$ cat src/rtl/instr_fetch.sv
`default_nettype none
// instr_fetch: PC register feeding instruction memory plus a 2-entry {pc, instr} buffer toward decode.
// Optional halt-on-16'hFFFF detection is compiled in with macro INSTR_FETCH_HALT_DETECT_EN.
module instr_fetch #(
    parameter logic [7:0] RESET_PC = 8'h00
) (
    input  logic        clk,
    input  logic        rst_n,
    output logic [7:0]  pc_out,
    input  logic [15:0] instr_in,
    input  logic        redirect_valid,
    input  logic [7:0]  redirect_pc,
    output logic        out_valid,
    input  logic        out_ready,
    output logic [15:0] out_instr,
    output logic [7:0]  out_pc,
    output logic        halted
);

    logic [7:0]  r_pc;
    logic [1:0]  r_count;
    logic [7:0]  r_pc0;
    logic [15:0] r_instr0;
    logic [7:0]  r_pc1;
    logic [15:0] r_instr1;

    logic        w_halted;
    logic        w_transfer;
    logic        w_fetch_en;

`ifdef INSTR_FETCH_HALT_DETECT_EN
    typedef enum logic [0:0] {
        ST_FETCH = 1'b0,
        ST_HALT  = 1'b1
    } state_t;

    state_t r_state;

    assign w_halted = (r_state == ST_HALT);
`else
    assign w_halted = 1'b0;
`endif

    assign w_transfer = (r_count != 2'd0) && out_ready;
    assign w_fetch_en = !redirect_valid && !w_halted && ((r_count != 2'd2) || w_transfer);

    always_ff @(posedge clk or negedge rst_n) begin
        if (!rst_n) begin
            r_pc     <= RESET_PC;
            r_count  <= 2'd0;
            r_pc0    <= 8'h00;
            r_instr0 <= 16'h0000;
            r_pc1    <= 8'h00;
            r_instr1 <= 16'h0000;
`ifdef INSTR_FETCH_HALT_DETECT_EN
            r_state  <= ST_FETCH;
`endif
        end else if (redirect_valid) begin
            // Redirect flushes the buffer; a concurrent transfer is still considered consumed.
            r_pc     <= redirect_pc;
            r_count  <= 2'd0;
`ifdef INSTR_FETCH_HALT_DETECT_EN
            r_state  <= ST_FETCH;
`endif
        end else begin
            if (w_fetch_en) begin
                r_pc <= r_pc + 8'd1;
`ifdef INSTR_FETCH_HALT_DETECT_EN
                if (instr_in == 16'hFFFF) begin
                    r_state <= ST_HALT;
                end
`endif
            end

            // Entry 0 is always the head; a pop shifts entry 1 down.
            case ({w_fetch_en, w_transfer})
                2'b10: begin
                    if (r_count == 2'd0) begin
                        r_pc0    <= r_pc;
                        r_instr0 <= instr_in;
                    end else begin
                        r_pc1    <= r_pc;
                        r_instr1 <= instr_in;
                    end
                    r_count <= r_count + 2'd1;
                end
                2'b01: begin
                    r_pc0    <= r_pc1;
                    r_instr0 <= r_instr1;
                    r_count  <= r_count - 2'd1;
                end
                2'b11: begin
                    if (r_count == 2'd1) begin
                        r_pc0    <= r_pc;
                        r_instr0 <= instr_in;
                    end else begin
                        r_pc0    <= r_pc1;
                        r_instr0 <= r_instr1;
                        r_pc1    <= r_pc;
                        r_instr1 <= instr_in;
                    end
                end
                default: begin
                end
            endcase
        end
    end

    assign pc_out    = r_pc;
    assign out_valid = (r_count != 2'd0);
    assign out_instr = r_instr0;
    assign out_pc    = r_pc0;
    assign halted    = w_halted;

endmodule
`default_nettype wire
$ cat config.mk
export PLATFORM = sky130hd
export DESIGN_NAME = instr_fetch
export DESIGN_NICKNAME = d
export VERILOG_FILES = /design/src/rtl/instr_fetch.sv
export SDC_FILE = /design/constraint.sdc
export NUM_CORES = 1
export LEC_CHECK = 0
export ABC_AREA = 1
export CAP_MARGIN = 5
export CORE_ASPECT_RATIO = 0.5
export CORE_MARGIN = 2
export CORE_UTILIZATION = 45
export DETAILED_ROUTE_END_ITERATION = 8
export PLACE_DENSITY = 0.69
export RECOVER_POWER = 25
export SLEW_MARGIN = 20
export SYNTH_ARGS = -nofsm -noshare
export SYNTH_HDL_FRONTEND = slang
export SYNTH_SLANG_ARGS = --single-unit
$ cat constraint.sdc
create_clock -name clk -period 2.42 [get_ports clk]
set_input_delay 0.605 -clock clk [delete_from_list [all_inputs] [get_ports clk]]
set_output_delay 0.605 -clock clk [all_outputs]
set_load 0.005 [all_outputs]
* Word-level counts from Yosys, hierarchy flattened
Index checks and enable logic that the tools add are counted.
Cells by class: div/mod/pow operators 0, magnitude comparators 0, multiply operators 0, add/sub/neg operators 3, shift-type cells 0, eq/ne operators 8, mux-type cells 16, bitwise gates (word level) 1, reduce and logical (&&, ||, !) cells 12
Operators by type and width (number):
- 16-bit 2-to-1 mux | 4
- 8-bit 2-to-1 mux | 6
- 16-bit one-hot mux with 3 select lines | 1
- 16-bit one-hot mux with 2 select lines | 1
- 8-bit one-hot mux with 3 select lines | 1
- 8-bit one-hot mux with 2 select lines | 1
- 8-bit by 1-bit adder with 8-bit output (second input constant) | 1
- 2-bit inequality test (second input constant) | 4
- 2-bit nonzero test | 3
- 3-bit nonzero test | 2
- 2-bit by 1-bit equality test with 1-bit output (second input constant) | 2
- 2-bit equality test (second input constant) | 2
- 2-bit one-hot mux with 2 select lines | 1
- 4-bit AND reduction | 1
- 3-bit AND reduction | 1
- 2-bit by 1-bit adder with 2-bit output (second input constant) | 1
- 1-bit logical AND | 2
- 2-bit zero test | 1
- 2-bit 2-to-1 mux | 1
- 2-bit by 1-bit subtractor with 2-bit output (second input constant) | 1
- 1-bit zero test | 1
- 1-bit logical OR | 1
- 1-bit NOT | 1
Word-level totals: word-level logic and storage cells 46, output and inout port bits 34, ROM bits 0, bits in latches 0, memories kept 0, register bits 58, RAM bits 0, input port bits 28

* Depth between registers and ports, before layout
word-level depth 7, mapped depth 12, gate-level depth less buffers 10

* Worst setup path after synthesis
OpenSTA, ideal clock, no wires.
path kind register to register, from reg r_count[0], to reg r_instr0[14], in the netlist out_instr[14], required time 2.300 ns, buffers on the path 1, period minus slack after synthesis 1.528 ns, cell stages (with the launch flop) 10, arrival 1.408 ns, setup time 0.120 ns, slack 0.892 ns, path through dfrtp_1 > inv_1 > ha_1 > inv_2 > nand2_2 > nand2_1 > nand2_1 > clkbuf_1 > o21ai_0 > nand2_1
On the way: longest elaborated chain between the ends 7, elaborated cells on any way between the ends 15, classes of those cells 6 x eq/ne; 2 x mux; 7 x reduce/logical
Ends and longest elaborated chain:
- start: declaration | RTL line 21 | logic [1:0] r_count;
- start signal: assignment | RTL line 85 | r_count <= r_count + 2'd1;
- start signal: assignment | RTL line 90 | r_count <= r_count - 2'd1;
- 2-bit nonzero test (*)
- net out_valid | RTL line 13 | output logic out_valid,
- 1-bit logical AND (*) | RTL line 44 | assign w_transfer = (r_count != 2'd0) && out_ready;
- 1-bit logical OR | RTL line 45 | assign w_fetch_en = !redirect_valid && !w_halted && ((r_count != 2'd2) || w_transfer);
- 1-bit logical AND | RTL line 45
- 2-bit equality test or 2-bit by 1-bit equality test with 1-bit output (tied branches) | RTL line 76 | case ({w_fetch_en, w_transfer})
- 2-bit inequality test (no line) or 3-bit nonzero test (tied branches)
- 3-bit AND reduction (no line)
- end signal: assignment | RTL line 80 | r_instr0 <= instr_in;
- end signal: assignment | RTL line 89 | r_instr0 <= r_instr1;
- end signal: assignment | RTL line 95 | r_instr0 <= instr_in;
- end: declaration | RTL line 23 | logic [15:0] r_instr0;
The timed path passes the listed nets; every way through them passes the cells marked *. A chain may end at the register's enable or synchronous reset.

* Worst setup path in the final report
from reg r_count[0], to out out_valid
On the way: longest elaborated chain between the ends 1
Ends and longest elaborated chain:
- 2-bit nonzero test | RTL line 110 | assign out_valid = (r_count != 2'd0);
- end: declaration | RTL line 13
Every way passes these cells.

==> summary.md <==
| Metric | Value |
|---|---|
| Status | `finished clean` |
| Die width | `~120 um` |
| CTS H-tree lvls | `3` |
| Yosys reg bits | `between 50 and 60` |
| Remaining Overflow, GRT | `0` |
| Sequential area share after synthesis | `approximately 51%` |
| ANT cells | `0` |
| Switching Power | `1.52 mW` |
| Port Buf Inserts | `60` |
| DR iter-0 viols | `around 230` |
| DRC Markers | `0` |
| Worst-Skew Late Latency | `approximately 0.32 ns` |
| CTS root buf | `clkbuf_16` |
| Dpl hpwl | `slightly below 5 mm` |
| Final Skew | `0.00775 ns` |
| WL final | `just under 7 mm` |
| Die Area | `about 0.0071 mm2` |
| Pleak | `between 1.5 and 2 nW` |
| FMAX | `around 0.45 GHz` |
| Least-Margin Pin Slew | `1.01 ns` |
| First-pass GRT wire length | `11.3 mm` |
| VDD IR max | `541 uV` |
| Clock Pin Slew Worst Setup and Hold Paths | `~0.050 ns` |
| Most frequent cells in the layout | `nand2_1 (136), clkdlybuf4s50_1 (59), dfrtp_1 (58)` |
| Die Span Y | `~60 um` |
| Vias in the first global route | `2400` |
| Via Count | `2557` |
| Mapped cell area | `0.00287 mm2` |
| Syn Area/Cell | `roughly 7.9 um2` |
| Initial antenna violation count | `0` |
| Layout cells sized above 1 | `under 10%` |
| Final Max Tran Viols | `0` |
| CP arrival | `~1.6 ns` |
| Internal | `approximately 3.2 mW` |
| Num Clock Sinks | `58` |
| Clock power frac | `between 20 and 30%` |
| Syn Nets | `396` |
| Fin util | `a little under two thirds` |
| Worst slew margin | `about a third` |
| PwrDens | `1210 mW/mm2` |
| Setup tns final | `0 ns` |
| Postcts setup bufs | `0` |
| P&R area growth vs syn | `34.7%` |
| Critical Path Slowest Stage Cell | `clkdlybuf4s50_1` |
| Buf/Inv on CP | `3` |
| Final cycle utilization of the critical path | `91.4%` |
| Post-CTS sizing | `0` |
| Max-cap violations | `0` |
| Sequential Power Share | `35.8%` |
| DR pass1 iterations | `4` |
| Worst hold margin | `~0.44 ns` |
| Setup crit start kind | `flip-flop` |
| Crit end category | `output port` |
| Final ANT Viol Nets | `0` |
| Slowest cell delay on critical path | `about 0.51 ns` |
| Largest delay share family, worst path | `buffers and inverters` |
| CTS tree | `done` |
| Sw frac | `between 30% and 40%` |
| Most common cell after layout, fill and taps aside | `nand2_1` |
| Synthesis warning total | `0` |
| GPL Wtd Cong | `0.882` |
| Area of the core | `0.00611 mm2` |
| Fin crit period | `between 2 and 2.5 ns` |
| CTS Buffer Depth | `2` |
| Cts hold-fix bufs | `0` |
| CTS Buf Count | `9` |
| # setup viols final | `0` |
| Data required time of the worst path | `approximately 1.8 ns` |
| Fillers | `roughly 550` |
| Vias per std cell | `roughly 5` |
| GRT Resource Usage Total | `a little over a fifth` |
| Crit Path Max Fanout | `4` |
| Largest net degree at the start of global routing | `49` |
| WL/cell | `13.1 um` |
| Effective utilization at floorplan | `between 40% and 50%` |
| Final #Nets | `approximately 460` |
| Synth Instances | `around 360` |
| Crit Path Class | `reg -> out` |
| Distinct cell type count after synthesis | `25` |
| Row cnt | `20` |
| Hold Crit Class | `in -> async` |
| Cells along the critical path | `inv_1, ha_1, inv_2, clkdlybuf4s50_1` |
| RSZ-0062 raised after global routing | `false` |
| Num ports | `62` |
| Combinational share of power | `35.8%` |
| Final hold violation count | `0` |
==> registers in the layout, indices dropped and copies added (netlist names) <==
| register | flops |
|---|---|
| out_instr | 16 |
| out_pc | 8 |
| pc_out | 8 |
| r_count | 2 |
| r_instr1 | 16 |
| r_pc1 | 8 |
==> area by class of cell <==
| class | count | area, um2 | area share [%] |
|---|---|---|---|
| timing repair buffer | 71 | 696 | 18.0 |
| clock inverter | 1 | 30.0 | 0.776 |
| clock buffer | 14 | 294 | 7.60 |
| inverter | 42 | 158 | 4.08 |
| tap | 88 | 110 | 2.85 |
| sequential | 58 | 1450 | 37.5 |
| multi-input combinational | 245 | 1130 | 29.2 |
==> logic make-up after synthesis <==
logic type / synth area share (%)
compound gates: 15.4
simple gates: 21.7
fa+ha+maj: 1.74
buf+inv: 10.1
flops: 50.6
other cells: 0.131
xor+xnor: 0.305
==> through the flow <==
step,cells,instance area [um2],power [mW],worst slack (ns)
2_1_floorplan,364,2870,2.55,0.892
6_report,519,3870,4.68,0.208
3_5_place_dp,504,3550,3.37,0.320
3_3_place_gp,504,3550,3.29,0.384
4_1_cts,519,3870,4.73,0.209
5_1_grt,519,3870,5.04,0.149
==> per-layer routing <==
layer  up-vias  track usage [%]  routed length [um]
met5         -                0                   0
met4         0             3.53                  17
met3         2             7.09                 384
met2        68             36.6                3280
met1      1217             27.1                3120
li1       1270                -                   -
==> power groups by stage <==
| stage | clock, mW | combinational [mW] | sequential, mW |
|---|---|---|---|
| 6_report | 1.33 | 1.67 | 1.68 |
| 5_1_grt | 1.40 | 1.91 | 1.73 |
| 4_1_cts | 1.36 | 1.70 | 1.68 |
| 3_5_place_dp | 0 | 1.68 | 1.69 |
| 3_3_place_gp | 0 | 1.62 | 1.68 |
| 2_1_floorplan | 0 | 0.922 | 1.63 |
==> synth_stat cells <==
library cell | n | area, um2
clkbuf_1 | 8 | 30.0
o21ai_2 | 5 | 43.8
a21oi_1 | 1 | 5.00
buf_2 | 1 | 5.00
buf_4 | 4 | 30.0
xnor2_1 | 1 | 8.76
or2_2 | 1 | 6.26
nand3_1 | 9 | 45.0
nand2_2 | 3 | 18.8
buf_6 | 6 | 67.6
clkinv_1 | 1 | 3.75
dfrtp_1 | 58 | 1450
nor2_4 | 1 | 11.3
inv_2 | 3 | 11.3
a31oi_1 | 1 | 6.26
nand4_2 | 1 | 12.5
inv_1 | 38 | 143
ha_1 | 4 | 50.1
o21ai_0 | 49 | 245
nand2_1 | 136 | 510
o31ai_1 | 1 | 7.51
conb_1 | 1 | 3.75
o21ai_1 | 24 | 120
nor2_1 | 5 | 18.8
o211ai_1 | 2 | 15.0
==> worst paths after layout <==
kind / from / end / slack, ns / cells past startpoint
max: r_count[0] / out_valid / 0.21 / 4
min: rst_n / out_instr[9] / 0.44 / 1
max reg2reg: r_count[0] / out_pc[2] / 0.68 / 9
min reg2reg: out_instr[4] / out_instr[4] / 0.49 / 2
max in group asynchronous: rst_n / out_instr[0] / 0.64 / 2
min in group clk: out_instr[4] / out_instr[4] / 0.49 / 2
==> worst reg2reg max path, delay by kind of cell (launching register included) <==
| kind | cells | cell delay, ns |
|---|---|---|
| AND/OR/NAND/NOR | 4 | 0.38 |
| buffers and inverters | 3 | 0.41 |
| adder cells (fa/ha/maj) | 1 | 0.21 |
| AO/OA/AOI/OAI | 1 | 0.21 |
| flip-flops | 1 | 0.40 |
No activity file was read; power rests on OpenSTA's default activity.
==> patch 1, RTL diff (same settings) <==
The option `INSTR_FETCH_HALT_DETECT_EN` is turned on by a define.
--- a/src/rtl/instr_fetch.sv
+++ b/src/rtl/instr_fetch.sv
@@ -3,2 +3,4 @@
 // Optional halt-on-16'hFFFF detection is compiled in with macro INSTR_FETCH_HALT_DETECT_EN.
+`define INSTR_FETCH_HALT_DETECT_EN
+
 module instr_fetch #(
Behaviour: not the same (a bounded check fails within 4 cycles, from zero or initial values and one cycle with rst_n low).
==> patch 1 against the unedited design <==
Cell area increased by 4.9%. Sequential cell count is 1 higher. Count of clock-buffer cells in the layout shrank 3. Critical endpoint unchanged. Setup slack worse by 32 ps. Area after synthesis increased by 6.6%. Cell count up 12%. Total power up 1.8%. Largest cell class unchanged. Routed wire length increased by 8.9%.
==> patch 1: results (changes against the unedited design) <==
.. list-table::
   :header-rows: 1

   * - Metric
     - Value
   * - Iteration-0 DRC count of the detailed router
     - 188 (was 232)
   * - Maximum number of pins on one net before global-route repair
     - 60 (was 49)
   * - Share of the synthesized area in compound gates (AO/OA/AOI/OAI)
     - 3.52% (was 15.4%)
   * - Max IR drop VDD
     - 413 uV (was 541 uV)
   * - Async set or reset register ratio after synthesis
     - 100% (unchanged)
   * - Area post-placement
     - 3780 sq um (was 3550 sq um)
   * - Wire length of the first global-routing pass
     - 12500 microns (was 11300 microns)
   * - Worst-case reg-to-reg path depth
     - 11 (was 9)
   * - Dpl hpwl
     - 4850 microns (was 4800 microns)
   * - Root buffer cell
     - sky130_fd_sc_hd__clkbuf_16 (unchanged)
   * - Final estimated routing congestion in global placement
     - 0.779 (was 0.882)
   * - Maximum single-stage delay on the critical path
     - 490 ps (was 510 ps)
   * - Result of the run
     - completed (unchanged)
   * - Number of input and output port buffers inserted
     - 61 (was 60)
   * - Vias per Instance
     - 4.78 (was 4.93)
   * - Cells taking the most area after synthesis
     - sky130_fd_sc_hd__dfrtp_1, sky130_fd_sc_hd__nand2_1, sky130_fd_sc_hd__nand3_1 (was sky130_fd_sc_hd__dfrtp_1, sky130_fd_sc_hd__nand2_1, sky130_fd_sc_hd__o21ai_0)
   * - Switching pwr
     - 1.67 mW (was 1.52 mW)
   * - Number of global-route vias before repair
     - 2603 (was 2400)
   * - Proportion of layout cells with a drive suffix above 1
     - 8.78% (was 9.05%)
   * - Leakage power summed over all cells
     - 2.10 nW (was 1.89 nW)
   * - Total routing usage reported by global routing
     - 21.0% (was 21.2%)
   * - Fraction of synthesized cell area taken by the top area cell type
     - 48.2% (was 50.6%)
   * - Worst R2R End
     - r_pc1[0] (was out_pc[2])
   * - Parity-gate share of the synthesized area counting xor and xnor cells
     - 0.286% (was 0.305%)
   * - Register-to-register setup slack
     - 630 ps (was 680 ps)
   * - Synthesized netlist net count
     - 450 (was 396)
   * - Layout net count
     - 517 (was 459)
   * - Worst slew margin relative to its limit
     - 1.20% (was 32.4%)
   * - Final setup skew
     - 6.27 ps (was 7.75 ps)
   * - Average detailed-routed wire length per instance
     - 12.7 microns (was 13.1 microns)
   * - Portion of the post-synthesis area used by sequential elements
     - 48.2% (was 50.6%)
   * - Synth top cells by count
     - sky130_fd_sc_hd__nand2_1, sky130_fd_sc_hd__dfrtp_1, sky130_fd_sc_hd__nand3_1, sky130_fd_sc_hd__inv_1, sky130_fd_sc_hd__nor2_1 (was sky130_fd_sc_hd__nand2_1, sky130_fd_sc_hd__dfrtp_1, sky130_fd_sc_hd__o21ai_0, sky130_fd_sc_hd__inv_1, sky130_fd_sc_hd__o21ai_1)
   * - CP Data Arrival Time
     - 1640 ps (was 1610 ps)
   * - Post-Synth Adder-Cell Area
     - 1.64% (was 1.74%)
   * - Yosys cell types
     - 21 (was 25)
   * - Min-Delay Path Class
     - flop to flop (was primary input to asynchronous set/reset pin)
   * - Clock Tree Buf Depth
     - 2 (unchanged)
[patch 1: routing by layer]
layer | vias to the layer above | part of all wire (%) | global-route usage (%)
met5 | - | 0 | 0
met4 | 0 | 1.2 | 6.54
met3 | 9 | 5.9 | 4.78
met2 | 81 | 44 | 32.3
met1 | 1244 | 49 | 29.7
li1 | 1448 | - | -
[patch 1: cells by family after synthesis]
logic type	Yosys count
AND/OR/NAND/NOR	295
flip-flops	59
buffers and inverters	39
adder cells (fa/ha/maj)	4
AO/OA/AOI/OAI	20
XOR/XNOR	1
[patch 1: final cells by class]
class / count / area (sq um)
repair buffers: 74 / 713
multi-input cells: 320 / 1380
fillers: 603 / 2560
inverters: 21 / 78.8
flip-flops and latches: 59 / 1480
clock inverters: 5 / 52.6
clock buffers: 11 / 243
well taps: 92 / 115
[patch 1: worst min-delay path by stage]
stage	from	end	slack, ps	cells after the start
finish	r_instr1[1]	r_instr1[1]	470	2
global route	r_instr1[11]	r_instr1[11]	490	2
CTS	rst_n	out_instr[1]	280	2
detailed placement	r_instr1[0]	r_instr1[0]	460	2
global placement	r_instr1[6]	r_instr1[6]	450	2
floorplan	rst_n	halted	310	0
[patch 1: power by group through the flow]
stage	Sequential, mW	Clock (mW)	Combinational [mW]
2_1_floorplan	1.65	0	1.08
3_3_place_gp	1.67	0	1.84
3_5_place_dp	1.68	0	1.85
4_1_cts	1.67	1.26	1.87
5_1_grt	1.72	1.30	2.08
6_report	1.67	1.24	1.85
[patch 1: per-stage QoR]
stage / total power [mW] / util (%) / setup slack, ps / instances / hold WS (ps)
after floorplan: 2.73 / - / 896 / 418 / 309
after global placement: 3.51 / 57.0 / 271 / 566 / 453
after detailed placement: 3.53 / 57.0 / 268 / 566 / 459
after CTS: 4.81 / 61.5 / 165 / 582 / 284
after global routing: 5.10 / 61.3 / 119 / 582 / 488
final: 4.76 / 61.3 / 176 / 582 / 469
[patch 1: worst min-delay path, stage by stage (launching register included)]
cell and delay (ps):
sky130_fd_sc_hd__dfrtp_1 340, sky130_fd_sc_hd__nand2_1 50, sky130_fd_sc_hd__nand2_1 40
==> patch 2, RTL diff (same settings) <==
Made on the original files. Reset style: synchronous (`rst_n`), changed in one clocked block.
--- a/src/rtl/instr_fetch.sv
+++ b/src/rtl/instr_fetch.sv
@@ -46,3 +46,3 @@
 
-    always_ff @(posedge clk or negedge rst_n) begin
+    always_ff @(posedge clk) begin
         if (!rst_n) begin
Check against the original RTL: differs if rst_n is asserted again (counterexample within 4 cycles, from zero or initial values and one cycle with rst_n low); with rst_n held inactive, the same outputs for 10 cycles.
==> patch 2 against the unedited design <==
Sequential cell count stayed put. Synthesized cell count is 8.8% higher. Clock skew is 3.3 ps lower. Area after synthesis is 5.6% lower. Register-to-register slack worse by 350 ps. Critical path type unchanged. Global-route usage is 0.62 points higher. Sequential share of layout area is 5.4 points lower. Die area is 5.4% lower. Cell area is 6.6% lower. Setup slack better by 12 ps. Routed wire length is 2.1% higher.
Power is not compared: it rests on default switching activity, and its combinational part moved more than twofold at a synthesized area within 25%.
==> patch 2: results (changes against the unedited design) <==
.. list-table::
   :header-rows: 1

   * - Metric
     - Value
   * - Layout fillers
     - 512 (was 553)
   * - Period utilization
     - 90.9% (was 91.4%)
   * - Iteration-0 DRC count of the detailed router
     - 179 (was 232)
   * - GR Layer Usage met3
     - 5.25% (was 7.09%)
   * - Non-Clock Buffer Area Fraction
     - 17.7% (was 18.0%)
   * - Total routing usage reported by global routing
     - 21.8% (was 21.2%)
   * - Multi-input logic portion of the cell area
     - 37.5% (was 29.2%)
   * - Post-Layout Cell Count
     - 526 (was 519)
   * - Layout clock buffers
     - 9 (was 14)
   * - Synthesized netlist net count
     - 428 (was 396)
   * - Routed wire length on met2
     - 3250 microns (was 3280 microns)
   * - Async set or reset register ratio after synthesis
     - 0% (was 100%)
   * - Proportion of layout cells with a drive suffix above 1
     - 7.73% (was 9.05%)
   * - Cell with the most instances after synthesis
     - sky130_fd_sc_hd__nor2_1 (was sky130_fd_sc_hd__nand2_1)
   * - Count of sequential standard cells
     - 58 (unchanged)
   * - Worst-case reg-to-reg path depth
     - 10 (was 9)
   * - Wire length of the first global-routing pass
     - 11500 microns (was 11300 microns)
   * - Repair and plain buffers
     - 65 (was 71)
   * - Final clock-cell share
     - 8.14% (was 8.38%)
   * - Pre-CTS setup slack
     - -24.1 ps (was 320 ps)
   * - Number of placed cells counting well taps
     - 510 (was 504)
   * - Average detailed-routed wire length per instance
     - 13.2 microns (was 13.1 microns)
   * - Average cell area after synthesis
     - 6.84 sq um (was 7.89 sq um)
   * - Vias per Instance
     - 5.19 (was 4.93)
   * - Final estimated routing congestion in global placement
     - 0.886 (was 0.882)
   * - Cells taking the most area after synthesis
     - sky130_fd_sc_hd__dfxtp_1, sky130_fd_sc_hd__nor2_1, sky130_fd_sc_hd__nand2_1 (was sky130_fd_sc_hd__dfrtp_1, sky130_fd_sc_hd__nand2_1, sky130_fd_sc_hd__o21ai_0)
   * - DR WL met3
     - 426 microns (was 384 microns)
   * - Worst R2R End
     - r_instr1[0] (was out_pc[2])
   * - Die outline width
     - 114 microns (was 117 microns)
   * - Wire length on met1
     - 3190 microns (was 3120 microns)
   * - Tightest hold margin
     - 505 ps (was 438 ps)
   * - Min-Delay Path Class
     - flop to flop (was primary input to asynchronous set/reset pin)
   * - First-pass iteration count of the detailed router
     - 5 (was 4)
   * - Seq/total area
     - 32.1% (was 37.5%)
   * - Met1 usage
     - 27.3% (was 27.1%)
   * - Result of the run
     - completed (unchanged)
   * - Origin of the worst setup path
     - r_count[0] (unchanged)
   * - Area post-placement
     - 3320 sq um (was 3550 sq um)
[patch 2: changes by cell type after synthesis, moves of 5 or more]
cell / unedited run / this run
sky130_fd_sc_hd__dfxtp_1: 0 / 58
sky130_fd_sc_hd__buf_2: 1 / 8
sky130_fd_sc_hd__nor2_1: 5 / 104
sky130_fd_sc_hd__nand2_1: 136 / 74
sky130_fd_sc_hd__o21ai_1: 24 / 3
sky130_fd_sc_hd__a21oi_1: 1 / 6
sky130_fd_sc_hd__nand3_1: 9 / 33
sky130_fd_sc_hd__inv_1: 38 / 13
sky130_fd_sc_hd__dfrtp_1: 58 / 0
sky130_fd_sc_hd__buf_6: 6 / 0
[patch 2: kinds of logic after synthesis]
family                     count (synthesis)  synth area share (%)
and+or+nand+nor                          221                  33.6
AOI/OAI and AO/OA                         66                  13.2
DFF                                       58                  42.9
buffers and inverters                     42                  7.02
xor gates and xnor gates                   4                  1.29
adders and majority gates                  4                  1.85
other                                      1                 0.138
